--- config.mk ---
export PLATFORM = sky130hd
export DESIGN_NAME = ncca_seq_mul8_ctrl
export DESIGN_NICKNAME = d
export VERILOG_FILES = /design/src/rtl/ncca_mul_pkg.sv /design/src/rtl/ncca_nib_mul4.sv /design/src/rtl/ncca_seq_mul8_ctrl.sv
export SDC_FILE = /design/constraint.sdc
export NUM_CORES = 1
export LEC_CHECK = 0
export ABC_AREA = 1
export BUFFER_PORTS_ARGS = -buffer_cell sky130_fd_sc_hd__buf_2
export CAP_MARGIN = 20
export CORE_MARGIN = 10
export CORE_UTILIZATION = 29
export DETAILED_ROUTE_END_ITERATION = 8
export PLACE_DENSITY = 0.53
export SLEW_MARGIN = 20
export SYNTH_ARGS = -nofsm -noshare
export SYNTH_HDL_FRONTEND = slang
export SYNTH_HIERARCHICAL = 1
export SYNTH_SLANG_ARGS = --single-unit
--- constraint.sdc ---
create_clock -name clk -period 5.1 [get_ports clk]
set_input_delay 0 -clock clk [delete_from_list [all_inputs] [get_ports clk]]
set_output_delay 0 -clock clk [all_outputs]
set_load 0.01 [all_outputs]
--- src/rtl/ncca_mul_pkg.sv ---
// Shared types and constants for the sequential 8x8 nibble multiplier controller.
package ncca_mul_pkg;

  localparam int NIB_W = 4;

  typedef enum logic [2:0] {
    IDLE = 3'd0,
    Q_LL = 3'd1,
    Q_LH = 3'd2,
    Q_HL = 3'd3,
    Q_HH = 3'd4,
    DONE = 3'd5
  } state_t;

  localparam logic [1:0] QIDX_LL = 2'd0;
  localparam logic [1:0] QIDX_LH = 2'd1;
  localparam logic [1:0] QIDX_HL = 2'd2;
  localparam logic [1:0] QIDX_HH = 2'd3;

  localparam int CFG_LL = 0;
  localparam int CFG_LH = 1;
  localparam int CFG_HL = 2;
  localparam int CFG_HH = 3;

  // Left shift of each quadrant's partial product, indexed by quadrant.
  localparam logic [3:0][3:0] QUAD_SHIFT = {4'd8, 4'd4, 4'd4, 4'd0};

  // First quadrant still to run in a remaining-work mask, or DONE when none is left.
  function automatic state_t pick_state(input logic [3:0] rem);
    state_t s;
    if (rem[QIDX_LL])      s = Q_LL;
    else if (rem[QIDX_LH]) s = Q_LH;
    else if (rem[QIDX_HL]) s = Q_HL;
    else if (rem[QIDX_HH]) s = Q_HH;
    else                   s = DONE;
    return s;
  endfunction

  function automatic logic [3:0] nz_mask(input logic [7:0] a, input logic [7:0] b);
    logic a_lo, a_hi, b_lo, b_hi;
    a_lo = |a[3:0];
    a_hi = |a[7:4];
    b_lo = |b[3:0];
    b_hi = |b[7:4];
    return {a_hi & b_hi, a_hi & b_lo, a_lo & b_hi, a_lo & b_lo};
  endfunction

endpackage

--- src/rtl/ncca_nib_mul4.sv ---
// Combinational 4x4 nibble multiplier core; approximate mode zeroes the two product LSBs.
module ncca_nib_mul4
  import ncca_mul_pkg::*;
(
  input  logic [NIB_W-1:0]   a_i,
  input  logic [NIB_W-1:0]   b_i,
  input  logic               approx_i,
  output logic [2*NIB_W-1:0] pp_o
);

  logic [2*NIB_W-1:0] exact;

  assign exact = a_i * b_i;
  assign pp_o  = approx_i ? {exact[2*NIB_W-1:2], 2'b00} : exact;

endmodule

--- src/rtl/ncca_seq_mul8_ctrl.sv ---
// Sequential 8x8 multiplier: one shared 4x4 core stepped over LL, LH, HL, HH with per-quadrant mode.
// Define NCCA_ZERO_SKIP_EN to skip quadrants that have a zero operand nibble.
module ncca_seq_mul8_ctrl
  import ncca_mul_pkg::*;
#(
  parameter int         IN_W        = 8,
  parameter int         OUT_W       = 16,
  parameter logic [3:0] DEFAULT_CFG = 4'b0111
) (
  input  logic             clk,
  input  logic             rst,
  input  logic             in_valid,
  output logic             in_ready,
  input  logic [IN_W-1:0]  in_a,
  input  logic [IN_W-1:0]  in_b,
  input  logic             cfg_we,
  input  logic [3:0]       cfg_wdata,
  output logic [3:0]       cfg_q,
  output logic             out_valid,
  input  logic             out_ready,
  output logic [OUT_W-1:0] out_prod,
  output logic             busy
);

  state_t             state_q;
  logic [IN_W-1:0]    a_q, b_q;
  logic [3:0]         snap_q, cfg_reg_q;
  logic [OUT_W-1:0]   acc_q, acc_d, out_prod_q;
  logic               in_ready_q, out_valid_q, busy_q;

  logic [1:0]         cur_idx;
  logic               mode;
  logic [NIB_W-1:0]   a_nib, b_nib;
  logic [2*NIB_W-1:0] pp;
  logic [OUT_W-1:0]   term;
  logic [3:0]         in_mask, run_mask;
  state_t             accept_nxt, quad_nxt;

  always_comb begin
    cur_idx = QIDX_LL;
    mode    = snap_q[CFG_LL];
    case (state_q)
      Q_LH:    begin cur_idx = QIDX_LH; mode = snap_q[CFG_LH]; end
      Q_HL:    begin cur_idx = QIDX_HL; mode = snap_q[CFG_HL]; end
      Q_HH:    begin cur_idx = QIDX_HH; mode = snap_q[CFG_HH]; end
      default: ;
    endcase
  end

  // Index bit 1 picks the high nibble of a, bit 0 the high nibble of b.
  assign a_nib = cur_idx[1] ? a_q[2*NIB_W-1:NIB_W] : a_q[NIB_W-1:0];
  assign b_nib = cur_idx[0] ? b_q[2*NIB_W-1:NIB_W] : b_q[NIB_W-1:0];

  ncca_nib_mul4 u_core (
    .a_i      (a_nib),
    .b_i      (b_nib),
    .approx_i (mode),
    .pp_o     (pp)
  );

  assign term  = {{(OUT_W-2*NIB_W){1'b0}}, pp} << QUAD_SHIFT[cur_idx];
  assign acc_d = acc_q + term;

`ifdef NCCA_ZERO_SKIP_EN
  assign in_mask  = nz_mask(in_a, in_b);
  assign run_mask = nz_mask(a_q, b_q);
`else
  assign in_mask  = 4'b1111;
  assign run_mask = 4'b1111;
`endif

  assign accept_nxt = pick_state(in_mask);
  assign quad_nxt   = pick_state(run_mask & (4'b1110 << cur_idx));

  always_ff @(posedge clk or posedge rst) begin
    if (rst) begin
      state_q     <= IDLE;
      a_q         <= '0;
      b_q         <= '0;
      snap_q      <= '0;
      cfg_reg_q   <= DEFAULT_CFG;
      acc_q       <= '0;
      out_prod_q  <= '0;
      in_ready_q  <= 1'b1;
      out_valid_q <= 1'b0;
      busy_q      <= 1'b0;
    end else begin
      if (cfg_we) cfg_reg_q <= cfg_wdata;
      case (state_q)
        IDLE: begin
          if (in_valid) begin
            a_q        <= in_a;
            b_q        <= in_b;
            snap_q     <= cfg_reg_q;
            acc_q      <= '0;
            state_q    <= accept_nxt;
            in_ready_q <= 1'b0;
            busy_q     <= 1'b1;
            if (accept_nxt == DONE) begin
              out_valid_q <= 1'b1;
              out_prod_q  <= '0;
            end
          end
        end
        Q_LL, Q_LH, Q_HL, Q_HH: begin
          acc_q   <= acc_d;
          state_q <= quad_nxt;
          if (quad_nxt == DONE) begin
            out_valid_q <= 1'b1;
            out_prod_q  <= acc_d;
          end
        end
        DONE: begin
          if (out_ready) begin
            state_q     <= IDLE;
            out_valid_q <= 1'b0;
            in_ready_q  <= 1'b1;
            busy_q      <= 1'b0;
          end
        end
        default: begin
          state_q     <= IDLE;
          out_valid_q <= 1'b0;
          in_ready_q  <= 1'b1;
          busy_q      <= 1'b0;
        end
      endcase
    end
  end

  assign in_ready  = in_ready_q;
  assign out_valid = out_valid_q;
  assign out_prod  = out_prod_q;
  assign busy      = busy_q;
  assign cfg_q     = cfg_reg_q;

endmodule

Word-level counts from Yosys, hierarchy flattened --
Cells that the tools add are included.
Storage, ports and cells: memories 0, bits in writable memories 0, latch bits 0, word-level logic and storage cells 59, memory bits (read-only) 0, flip-flop bits (word level) 62, input bits 25
Cells by class: div/mod/pow operators 0, muxes and demuxes 24, shifts and indexed selects 2, order comparisons 1, $add $sub $neg 1, bitwise gates (word level) 2, equal/unequal tests 9, reductions and logical operators 9, multipliers 1
Operators by type and width (number):
- one-hot mux 16 bit (2 select lines) | 1
- adder 16 bit | 1
- two-way mux 16 bit | 1
- left shift 8 x 4 -> 16 bit | 1
- two-way mux 3 bit | 5
- two-way mux 4 bit | 3
- one-hot mux 1 bit (3 select lines) | 4
- == test 3 bit (second input constant) | 3
- one-hot mux 3 bit (3 select lines) | 1
- binary-select mux 4 bit (select 2 bit) | 1
- multiplier 4 x 4 -> 8 bit | 1
- AND reduction 2 bit | 4
- == test 3 x 2 -> 1 bit (second input constant) | 2
- two-way mux 1 bit | 6
- inequality test 2 bit (second input constant) | 3
- one-hot mux 2 bit (3 select lines) | 1
- AND reduction 3 bit | 2
- OR reduction 4 bit | 1
- left shift 4 x 2 -> 4 bit (first input constant) | 1
- == test 3 x 1 -> 1 bit (second input constant) | 1
- zero test 3 bit | 1
- < comparator 2 x 3 -> 1 bit (second input constant) | 1
- two-way mux 2 bit | 1
- NOT 1 bit | 2
- nonzero test 2 bit | 1

Depth between registers and ports, before layout --
depth after elaboration 10, gate-level depth with buffers 31, depth with buffers taken out 31

By module --
The synthesis kept the hierarchy.
Modules (own cells, without submodules):
- ncca_seq_mul8_ctrl | times used 1, seq. area each 1556.5 µm², area an instance 3699.8 µm², cells an instance 485
- ncca_nib_mul4 | times used 1, seq. area each 0.0 µm², area an instance 473.0 µm², cells an instance 72

Worst setup path before layout --
OpenSTA, ideal clock, no wires.
path kind register to register, start point register state_q[2], end point register acc_q[7], required time 4983 ps, setup time 117 ps, clock period less this slack 4391 ps, slack 709 ps, cell stages (with the launch flop) 25, arrival 4273 ps, cells stage by stage dfrtp_1 > inv_2 > nand3_2 > nand2_1 > inv_1 > nand2_1 > nand2_1 > nand2_1 > fa_1 > inv_1 > fa_1 > fa_1 > nand3_1 > nand2_1 > xor2_1 > o21ai_0 > nor2_1 > ha_1 > nand2_1 > inv_1 > a21oi_1 > nand2_1 > or2_2 > nand3_1 > nand2_1
On the way: elaborated cells between the ends (all ways) 20
RTL lines:
- start, declared | line ncca_seq_mul8_ctrl.sv:25 | state_t state_q;
- start signal, assigned | line ncca_seq_mul8_ctrl.sv:96 | state_q <= accept_nxt;
- start signal, assigned | line ncca_seq_mul8_ctrl.sv:107 | state_q <= quad_nxt;
- == test 3 bit / == test 3 x 2 -> 1 bit (equally long branches) | line ncca_seq_mul8_ctrl.sv:42 | case (state_q)
- one-hot mux 2 bit (3 select lines) (*) | line ncca_seq_mul8_ctrl.sv:42
- two-way mux 4 bit (*) | line ncca_seq_mul8_ctrl.sv:52 | assign b_nib = cur_idx[0] ? b_q[2*NIB_W-1:NIB_W] : b_q[NIB_W-1:0];
- net b_nib[3] | line ncca_seq_mul8_ctrl.sv:33 | logic [NIB_W-1:0] a_nib, b_nib;
- multiplier 4 x 4 -> 8 bit (*) | line ncca_nib_mul4.sv:13 | assign exact = a_i * b_i;
- net pp[6] | line ncca_seq_mul8_ctrl.sv:34 | logic [2*NIB_W-1:0] pp;
- left shift 8 x 4 -> 16 bit (*) | line ncca_seq_mul8_ctrl.sv:61 | assign term = {{(OUT_W-2*NIB_W){1'b0}}, pp} << QUAD_SHIFT[cur_idx];
- adder 16 bit (*) | line ncca_seq_mul8_ctrl.sv:62 | assign acc_d = acc_q + term;
- one-hot mux 16 bit (2 select lines) (*) | line ncca_seq_mul8_ctrl.sv:89 | case (state_q)
- end signal, assigned | line ncca_seq_mul8_ctrl.sv:82 | acc_q <= '0;
- end signal, assigned | line ncca_seq_mul8_ctrl.sv:95 | acc_q <= '0;
- end signal, assigned | line ncca_seq_mul8_ctrl.sv:106 | acc_q <= acc_d;
- end, declared | line ncca_seq_mul8_ctrl.sv:28 | logic [OUT_W-1:0] acc_q, acc_d, out_prod_q;
The timed path passes the listed nets; every way through them passes the cells marked *. The select of a mux whose other input is x is not followed. A chain may end at the register's enable or synchronous reset.

Final worst setup path --
start point register state_q[0], end point register out_prod_q[7], in the netlist out_prod[7]
On the way: elaborated cells between the ends (all ways) 22
RTL lines:
- == test 3 bit / == test 3 x 2 -> 1 bit (equally long branches) | line ncca_seq_mul8_ctrl.sv:42
- one-hot mux 2 bit (3 select lines) (*) | line ncca_seq_mul8_ctrl.sv:42
- two-way mux 4 bit (*) | line ncca_seq_mul8_ctrl.sv:51 | assign a_nib = cur_idx[1] ? a_q[2*NIB_W-1:NIB_W] : a_q[NIB_W-1:0];
- net a_nib[0] | line ncca_seq_mul8_ctrl.sv:33
- multiplier 4 x 4 -> 8 bit (*) | line ncca_nib_mul4.sv:13
- net pp[6] | line ncca_seq_mul8_ctrl.sv:34
- left shift 8 x 4 -> 16 bit (*) | line ncca_seq_mul8_ctrl.sv:61
- adder 16 bit (*) | line ncca_seq_mul8_ctrl.sv:62
- end signal, assigned | line ncca_seq_mul8_ctrl.sv:83 | out_prod_q <= '0;
- end signal, assigned | line ncca_seq_mul8_ctrl.sv:101 | out_prod_q <= '0;
- end signal, assigned | line ncca_seq_mul8_ctrl.sv:110 | out_prod_q <= acc_d;
- end, declared | line ncca_seq_mul8_ctrl.sv:28
Marks and branches as above.

==> flow_metrics.env <==
export IMPL_syn_inst=557
export IMPL_hold_class="in -> reg"
export IMPL_synth_warning_count=6
export IMPL_vias=3645
export IMPL_syn_num_nets=618
export IMPL_crit_required_ps=5320
export IMPL_clockBufferDepth=2
export IMPL_clock_sinks=62
export IMPL_num_rows=43
export IMPL_worst_slew_pin_slew_ps=803.8
export IMPL_dp_slack_ps=183.4
export IMPL_setup_slack_ps=406.3
export IMPL_ys_seq_elements=62
export IMPL_multi_input_area_sq_um=2252
export IMPL_gr_total_overflow=0
export IMPL_drc_errors=0
export IMPL_synthToLayoutAreaGrowth_pct=24.32
export IMPL_core_sq_um=13990
export IMPL_syn_avg_cell_area_sq_um=7.491
export IMPL_grt_use_met3=0.02874
export IMPL_maxCapViolations=0
export IMPL_fin_skew_ps=6.413
export IMPL_finalNetCount=699
export IMPL_synth_seq_area_share=0.3730
export IMPL_path_max_fanout=9
export IMPL_initial_utilization=0.2983
export IMPL_hpwl_um=7981
export IMPL_wirelength_um=10580
export IMPL_die_width_um=140.0
export IMPL_numCtsBuffers=9
export IMPL_gp_congestion=0.9196
export IMPL_grt_pass1_vias=3866
export IMPL_clock_latency_ps=330
export IMPL_synthDistinctLibCells=35
export IMPL_status="complete, no violations"
export IMPL_cts_tree="done"
export IMPL_synth_area_sq_um=4173
export IMPL_path_class="reg -> reg"
export IMPL_period_share=0.9203
export IMPL_grt_pass1_wl_um=18440
export IMPL_setup_viol=0
export IMPL_fmax_mhz=213.1
export IMPL_crit_path_end_kind="register"
export IMPL_use_met2=0.1975
export IMPL_cts_htree_levels=3
export IMPL_drt_iter0_markers=155
export IMPL_period_needed_ps=4694
export IMPL_die_area_sq_um=19590
export IMPL_start_kind="register"
export IMPL_port_buffers=47
export IMPL_fillCellCount=1451
export IMPL_firstDrtPassIters=5
export IMPL_cts_root_buf="clkbuf_16"
export IMPL_slew_viol_final=0
export IMPL_io_pins=48
export IMPL_path_clk_slew_ps=60
export IMPL_arrival_ps=4920
export IMPL_grtUsageMet1=0.1293
export IMPL_antenna_found_initial=0
export IMPL_ant_nets=0
export IMPL_die_height_um=140.0
export IMPL_via_per_inst=4.429
export IMPL_top_usage_layer="met2"
export IMPL_hold_viol=0
export IMPL_diodes=0
export IMPL_drive_above_1_share=0.1804
export IMPL_slew_headroom=0.4641
export IMPL_wire_per_inst_um=12.85
export IMPL_grt_usage=0.1121
export IMPL_final_seq_area_sq_um=1559
export IMPL_grt_max_degree=63
-- final timing paths --
kind | from | end | slack, ps | cells past startpoint
worst max-delay path | state_q[0]$_DFFE_PP0P_ | out_prod[7]$_DFFE_PP0P_ | 410 | 23
worst min-delay path | in_valid | in_ready$_DFFE_PP1P_ | 180 | 4
worst max register to register | state_q[0]$_DFFE_PP0P_ | out_prod[7]$_DFFE_PP0P_ | 410 | 23
worst min register to register | out_prod[14]$_DFFE_PP0P_ | out_prod[14]$_DFFE_PP0P_ | 470 | 2
max in group asynchronous | rst | state_q[1]$_DFFE_PP0P_ | 4080 | 4
min in group asynchronous | rst | a_q[4]$_DFFE_PP0P_ | 460 | 4
-- critical path: stages (launching register included) --
cell and delay [ps]:
dfrtp_1 450, nor2_4 190, nand2_2 100, nand2_4 150
nand2_1 70, nand2_1 130, nand2_1 100, fa_1 530
inv_1 50, fa_1 530, fa_1 480, nand3_1 110
nand2_1 80, xor2_2 170, o21ai_1 180, nor2_1 70
ha_1 340, nand2_1 110, inv_1 60, a21oi_1 130
nand2_1 120, or2_2 310, nand3_1 80, nand2_1 50
-- per-stage QoR --
step                      area, sq um  setup TNS (ps)  hold WS (ps)  std cells    util
after floorplan                  4173               0         74.05        557       -
after detailed placement         4577               0         210.6        775  0.3272
final                            5187               0         181.5        823  0.3708
after global routing             5187         -0.5369         205.1        823  0.3708
after CTS                        5152               0         171.3        821  0.3683
after global placement           4577               0         207.0        775  0.3272
-- kinds of logic after synthesis --
family / share of synthesized area
simple gates: 0.3070
flops: 0.3730
xor+xnor: 0.01469
fa+ha+maj: 0.1169
buf+inv: 0.09055
mux: 0.04318
compound gates: 0.05458
-- state kept, by name, indices dropped and copies added (netlist names) --
signal,flops
out_prod,16
b_q,8
snap_q,4
acc_q,16
cfg_q,4
a_q,8
state_q,3
busy,1
out_valid,1
in_ready,1
-- final cells by class --
type                            count  share of cell area
Inverter                           83             0.06126
Tap cell                          180             0.04342
Multi-Input combinational cell    402              0.4342
Clock buffer                        9             0.04342
Clock inverter                      7            0.009648
Sequential cell                    62              0.3005
Timing Repair Buffer               80              0.1076
-- cells in the mapped netlist --
master	number	share of area
inv_2	2	0.0018
clkbuf_1	3	0.0027
inv_4	1	0.0015
nor2_1	25	0.022
o21a_1	1	0.0018
o22ai_1	1	0.0015
dfrtp_1	58	0.35
nor2_4	2	0.0054
buf_6	2	0.0054
o21ai_1	3	0.0036
nand2_4	2	0.0054
nand2_2	3	0.0045
ha_1	31	0.093
nand3_2	4	0.0096
a21oi_1	8	0.0096
nand3_1	33	0.040
mux2_2	16	0.043
xor2_1	6	0.013
nor3_1	4	0.0048
o21ai_2	1	0.0021
fa_1	5	0.024
nand4_1	3	0.0045
nand3b_1	4	0.0072
and2_1	1	0.0015
buf_4	2	0.0036
dfstp_2	4	0.025
xnor2_1	1	0.0021
inv_1	80	0.072
or2_2	7	0.010
o21ai_0	25	0.030
o2111ai_1	1	0.0021
a22o_1	1	0.0021
nand2_1	213	0.19
buf_2	3	0.0036
o31ai_1	1	0.0018
-- metal layers --
layer,vias up,part of all wire
met3,13,0.040
met2,61,0.49
li1,1911,-
met4,0,0.015
met1,1660,0.46
met5,-,0
-- placed cells by master, fill, tap and decap left out, types with 5 or more instances in the layout --
cell type,synthesis,final
fa_1,5,5
mux2_2,16,16
a21oi_1,8,7
or2_2,7,7
nand3_1,33,33
o21ai_1,3,5
nand2_1,213,212
buf_2,3,47
dfrtp_1,58,56
nor2_1,25,25
dlygate4sd3_1,0,30
xor2_1,6,5
inv_1,80,77
ha_1,31,31
o21ai_0,25,23
clkbuf_16,0,9
-- what timing repair did --
action,CTS,global route
endpoints found under the setup margin,0,21
hold buffers,30,0
hold endpoints to repair,79,0
resized for setup,0,9
setup buffers,0,2
Power is not shown: default switching activity piles up to over one toggle a cycle in this logic, so the estimate is an artifact.
